### src/rtl/frontend_pipe_regs.sv
// Fetch PC, IF/ID and ID/EX pipeline registers driven by hazard-unit stall/flush/redirect, plus perf counters.
// One edge per stage; no outputs depend combinationally on inputs, and stalls hold state in place.
module frontend_pipe_regs #(
  parameter int               XLEN      = 32,
  parameter logic [XLEN-1:0]  RESET_PC  = '0,
  parameter logic [31:0]      NOP_INSTR = 32'h0000_0013,
  parameter int               CNT_W     = 16
) (
  input  logic             clk,
  input  logic             rst,
  input  logic             StallF,
  input  logic             StallD,
  input  logic             FlushD,
  input  logic             FlushE,
  input  logic             PcSrc,
  input  logic [XLEN-1:0]  PCTargetE,
  input  logic [31:0]      InstrF,
  output logic [XLEN-1:0]  PCF,
  output logic [31:0]      InstrD,
  output logic [XLEN-1:0]  PCD,
  output logic [XLEN-1:0]  PCPlus4D,
  output logic             ValidD,
  input  logic [9:0]       CtrlD,
  input  logic [XLEN-1:0]  RD1D,
  input  logic [XLEN-1:0]  RD2D,
  input  logic [XLEN-1:0]  ImmExtD,
  input  logic [4:0]       Rs1D,
  input  logic [4:0]       Rs2D,
  input  logic [4:0]       RdD,
  output logic [9:0]       CtrlE,
  output logic [XLEN-1:0]  RD1E,
  output logic [XLEN-1:0]  RD2E,
  output logic [XLEN-1:0]  ImmExtE,
  output logic [XLEN-1:0]  PCE,
  output logic [XLEN-1:0]  PCPlus4E,
  output logic [4:0]       Rs1E,
  output logic [4:0]       Rs2E,
  output logic [4:0]       RdE,
  output logic             ValidE,
  output logic [CNT_W-1:0] StallCount,
  output logic [CNT_W-1:0] RedirCount
);

  typedef struct packed {
    logic [31:0]     instr;
    logic [XLEN-1:0] pc;
    logic [XLEN-1:0] pcPlus4;
    logic            valid;
  } ifIdT;

  typedef struct packed {
    logic [9:0]      ctrl;
    logic [XLEN-1:0] rd1;
    logic [XLEN-1:0] rd2;
    logic [XLEN-1:0] immExt;
    logic [XLEN-1:0] pc;
    logic [XLEN-1:0] pcPlus4;
    logic [4:0]      rs1;
    logic [4:0]      rs2;
    logic [4:0]      rd;
    logic            valid;
  } idExT;

  localparam logic [XLEN-1:0]  PC_STEP = XLEN'(4);
  localparam logic [CNT_W-1:0] CNT_MAX = '1;
  localparam ifIdT             IFID_BUBBLE = '{instr: NOP_INSTR, pc: '0, pcPlus4: '0, valid: 1'b0};

  logic [XLEN-1:0] pcReg;
  logic [XLEN-1:0] pcPlus4F;
  ifIdT            ifIdReg;
  idExT            idExReg;

  assign pcPlus4F = pcReg + PC_STEP;

  // A redirect must win over a fetch stall, otherwise a taken branch during a stall would be lost.
  always_ff @(posedge clk or negedge rst) begin
    if (!rst) begin
      pcReg <= RESET_PC;
    end else if (PcSrc) begin
      pcReg <= PCTargetE;
    end else if (!StallF) begin
      pcReg <= pcPlus4F;
    end
  end

  always_ff @(posedge clk or negedge rst) begin
    if (!rst) begin
      ifIdReg <= IFID_BUBBLE;
    end else if (FlushD) begin
      ifIdReg <= IFID_BUBBLE;
    end else if (!StallD) begin
      ifIdReg <= '{instr: InstrF, pc: pcReg, pcPlus4: pcPlus4F, valid: 1'b1};
    end
  end

  // All-zero bubble keeps RdE=0 so it can never match a forwarding compare.
  always_ff @(posedge clk or negedge rst) begin
    if (!rst) begin
      idExReg <= '0;
    end else if (FlushE) begin
      idExReg <= '0;
    end else begin
      idExReg <= '{ctrl: CtrlD, rd1: RD1D, rd2: RD2D, immExt: ImmExtD,
                   pc: ifIdReg.pc, pcPlus4: ifIdReg.pcPlus4,
                   rs1: Rs1D, rs2: Rs2D, rd: RdD, valid: ifIdReg.valid};
    end
  end

  always_ff @(posedge clk or negedge rst) begin
    if (!rst) begin
      StallCount <= '0;
      RedirCount <= '0;
    end else begin
      if (StallD && StallCount != CNT_MAX) StallCount <= StallCount + CNT_W'(1);
      if (PcSrc && RedirCount != CNT_MAX) RedirCount <= RedirCount + CNT_W'(1);
    end
  end

  assign PCF      = pcReg;
  assign InstrD   = ifIdReg.instr;
  assign PCD      = ifIdReg.pc;
  assign PCPlus4D = ifIdReg.pcPlus4;
  assign ValidD   = ifIdReg.valid;

  assign CtrlE    = idExReg.ctrl;
  assign RD1E     = idExReg.rd1;
  assign RD2E     = idExReg.rd2;
  assign ImmExtE  = idExReg.immExt;
  assign PCE      = idExReg.pc;
  assign PCPlus4E = idExReg.pcPlus4;
  assign Rs1E     = idExReg.rs1;
  assign Rs2E     = idExReg.rs2;
  assign RdE      = idExReg.rd;
  assign ValidE   = idExReg.valid;

endmodule

### config.mk
export PLATFORM = sky130hd
export DESIGN_NAME = frontend_pipe_regs
export DESIGN_NICKNAME = d
export VERILOG_FILES = /design/src/rtl/frontend_pipe_regs.sv
export SDC_FILE = /design/constraint.sdc
export NUM_CORES = 1
export LEC_CHECK = 0
export ABC_AREA = 1
export CAP_MARGIN = 40
export CELL_PAD_IN_SITES_DETAIL_PLACEMENT = 1
export CELL_PAD_IN_SITES_GLOBAL_PLACEMENT = 1
export CORE_MARGIN = 5
export CORE_UTILIZATION = 32
export DETAILED_ROUTE_END_ITERATION = 7
export GPL_TIMING_DRIVEN = 0
export PLACE_DENSITY_LB_ADDON = 0.1
export RECOVER_POWER = 100
export SYNTH_ARGS = -nofsm -noshare
export SYNTH_HDL_FRONTEND = slang
export SYNTH_SLANG_ARGS = --single-unit
### constraint.sdc
create_clock -name clk -period 1.9 [get_ports clk]
set_input_delay 0.285 -clock clk [delete_from_list [all_inputs] [get_ports clk]]
set_output_delay 0.285 -clock clk [all_outputs]
set_load 0.03 [all_outputs]
After elaboration in Yosys (flattened, before gate mapping)
Index checks and enable logic that the tools add are counted.
{"block": "totals", "latch_bits": 0, "n_memories": 0, "ramBits": 0, "mem_bits_ro": 0, "elab_cells": 31, "reg_bits": 347, "out_inout_bits": 347}
{"block": "classes", "n_lt_le_gt_ge": 0, "n_addsub": 3, "muxes": 5, "bitwise_logic": 0, "n_eq_ne": 4, "n_div": 0, "shifts": 0, "multipliers": 0, "reduce_logical": 2}
{"op": "$mux 97", "n": 2}
{"op": "$mux 186", "n": 1}
{"op": "$mux 32", "n": 2}
{"op": "$add 16x1->16 const B", "n": 2}
{"op": "$add 32x3->32 const B", "n": 1}
{"op": "$ne 16x16->1 const B", "n": 2}
{"op": "$ne 2x1->1 const B", "n": 2}
{"op": "$logic_and 1x1->1", "n": 2}

Logic depth before layout (Yosys ltp)
{"block": "logic_depth", "ltp_word": 3, "mapped_depth": 11, "depth_no_buf": 10}

Worst setup path before layout
No wires, ideal clock.
{"block": "synth_path", "path_kind": "register to register", "start": "reg StallCount[0]", "end": "reg StallCount[3]", "path_buffers": 1, "period_less_slack_ps": 1723, "required_ps": 1783, "path_stages_with_launch": 10, "path_slack_ps": 177, "t_arrival_ps": 1606, "cell_sequence": "dfrtp_1 ha_1 nand3_2 nor3_4 nand3_2 nand2_4 inv_4 buf_6 nand2_1 nand2_1"}
{"block": "synth_between", "elab_chain_cells": 2, "elab_cells_between_ends": 3, "classes_between": "add/sub: 1; eq/ne: 1; reduce/logical: 1"}
{"item": "start, declared", "line_no": "40", "text": "output logic [CNT_W-1:0] StallCount,"}
{"item": "start signal, assigned", "line_no": "114", "text": "if (StallD && StallCount != CNT_MAX) StallCount <= StallCount + CNT_W'(1);"}
{"item": "branches (longest 2 deep; another with $add 16x1->16)"}
Parallel ways; which one is timed is not known.
A chain may end at the register's enable or synchronous reset.

Final worst setup path
{"block": "layout_path", "start": "reg idExReg, in the netlist RD2E[17]", "end": "out RD2E[17]"}
{"item": "start, declared", "line_no": "71", "text": "idExT idExReg;"}
{"item": "start signal, assigned", "line_no": "103", "text": "idExReg <= '{ctrl: CtrlD, rd1: RD1D, rd2: RD2D, immExt: ImmExtD,"}
{"item": "end, declared", "line_no": "32", "text": "output logic [XLEN-1:0] RD2E,"}
No word-level cell between the ends.

==> metrics.txt <==
leak pwr=10.73 nW; clk_skew=17.29 ps; Seq/Total Area, Yosys=63.13%; Slew HR=42.17%; I/O pins=539; initial core utilization=32.35%; final critical-path share of the clock period=97.99%; total power=19.58 mW; Setup crit end kind=output pin; largest net degree at the start of global routing=112; CP bufs+invs=1; area of the core=42,040 sq um; syn avg cell area=9.323 sq um; Post-CTS Repair Setup Buffers=0; final-report max-slew violation count=0; critical path depth=1; Ys Warns=0; reg-to-reg slack, setup=100 ps; Final setup viols=0; Tightest Pin Transition=867.4 ps; worst hold margin=207.0 ps; die width=216.2 microns; Worst-Skew Late Latency=560 ps; GP Congestion=0.8552; finished layout cell area=20,590 sq um; CTS Sinks=343; CP max stage delay=700 ps; synth top area cells=dfrtp_1 (63%), nand2_1 (9.1%), inv_1 (7.2%); top-area cell type share of the netlist area=62.55%; worst vdd ir=0.7355 mV; GR Util All Layers=23.36%; Total Routed Length=55.91 mm; startpoint types=flip-flop; Synth Flop Type=dfrtp_1; Critical Setup Path Class=flip-flop to output pin; pre-CTS setup slack=-666.9 ps; Post-synth ARST share=100.0%; R2R Path Start=PCF[2]; total power per unit cell area=951.0 nW/um^2; Post-Syn Nets=1,654; Die Span Y=216.2 microns; Post-DP Area=19,740 sq um; drt first pass iters=4; Die ar.=46,730 sq um; TritonCTS clock tree=done; Critical R2R Capture=PCPlus4D[17]; root buffer cell=clkbuf_16; vias in the first global route=12,770; WL/cell=21.40 microns; first-pass GRT wire length=83.81 mm; DR vias/cell=4.502; MaxCap Viol Count=0; setup ws final=38.20 ps; area delta synth->final=51.37%; f_max=0.5371 GHz; crit path to=RD2E[17]; Reg2Reg Depth=7; Yosys top cell by area=dfrtp_1; crit-path cells=clkdlybuf4s50_1; CP required=1620 ps; Crit path max-delay family=buffers and inverters; Worst Setup SP=RD2E[17]; clock-pin slew on the worst setup and hold paths=60 ps; via count=11,760; port bufs=536; commonest non-fill, non-tap cell in the layout=dfrtp_1; # rows=75; worst hold path type=primary input to flip-flop; post-route ant nets=0; Synth Cell Area=13,600 sq um; Num CTS Buffers=40; grt ovf=0; Post-synth EDFFs=0; H-tree levels=2; Gate Count Post-Synth=1,459; share of layout cells above drive strength 1=5.499%; count of cell types in the netlist=34; Arr. time, crit path=1580 ps; status=complete, no violations; fin crit period=1862 ps; hold violation count in the final report=0; CP max-delay cell=clkdlybuf4s50_1; initial antenna violation count=2; clk buf depth=3; most frequent cells in the layout=dfrtp_1 (339), nand2_1 (331), clkdlybuf4s50_1 (284); Yosys reg bits=343; Post-DP HPWL=43.58 mm; Final nets=2,237; crit path max fanout=1; Starting DRT DRC Count=582; DRC=0
-- worst min path at each step --
stage	startpoint	end	slack, ps	depth (start not counted)
after floorplan	rst	CtrlE[0]	-10	0
after global placement	InstrD[29]	InstrD[29]	480	1
after detailed placement	rst	StallCount[4]	270	1
after CTS	ImmExtD[4]	ImmExtE[4]	200	3
after global routing	FlushE	Rs2E[1]	200	2
final	FlushE	RdE[3]	210	2
-- report_power, final --
group	total, mW	leakage [nW]	switching [mW]	internal (mW)
registers	8.20	4.51	0.401	7.80
logic	3.65	5.58	2.36	1.29
clock network	7.73	0.648	3.16	4.57
-- state kept, by name, summed over array words and instances (netlist names), 32 cells and up --
register  cells
RD2E         32
InstrD       32
PCF          32
RD1E         32
PCPlus4E     32
ImmExtE      32
PCD          32
-- stage by stage --
step,setup TNS (ps),std cells,utilization [%]
floorplan,0,1459,-
global placement,-5144190,2534,46.72
detailed placement,-45260,2538,46.96
CTS,0,2612,49.45
global route,-2.028,2612,48.97
finish,0,2613,48.97
-- cells in the mapped netlist, drive strengths merged, types with 14 or more instances --
cell type / count
a22o: 29
buf: 23
clkbuf: 31
dfrtp: 340
inv: 266
nand2: 337
nand3: 38
nor2: 251
o21ai: 34
o22ai: 38
xnor2: 14
xor2: 26
-- kinds of logic after synthesis --
logic type	after synthesis	share of synthesized area, %
flip-flops	343	63.13
XOR/XNOR	40	2.576
AO/OA/AOI/OAI	113	5.556
buffers and inverters	320	9.300
adder cells (fa/ha/maj)	3	0.2760
AND/OR/NAND/NOR	640	19.16
-- per-layer routing --
layer  vias up  track usage [%]  share of wire (%)
met5         -                0                  0
met4         0            4.431                1.6
met3        55            7.926                7.6
met2       327            42.80                 52
met1      5829            26.75                 39
li1       5553                -                  -
-- area by class of cell --
class,instances,area [sq um]
Fill cell,4919,21450
Clock buffer,59,1174
Sequential cell,343,8588
Inverter,266,1003
Antenna cell,1,2.502
Multi-Input combinational cell,796,3777
Clock inverter,14,133.9
Timing Repair Buffer,541,4980
Buffer,54,255.2
Tap cell,539,674.4
-- what timing repair did --
item,in CTS,in global routing
gates cloned,0,0
hold buffers,1,0
pin swaps,0,0
setup endpoints to repair,248,48
endpoints found under the hold margin,60,0
resized for setup,219,39
Power figures use the tool's default switching activity.
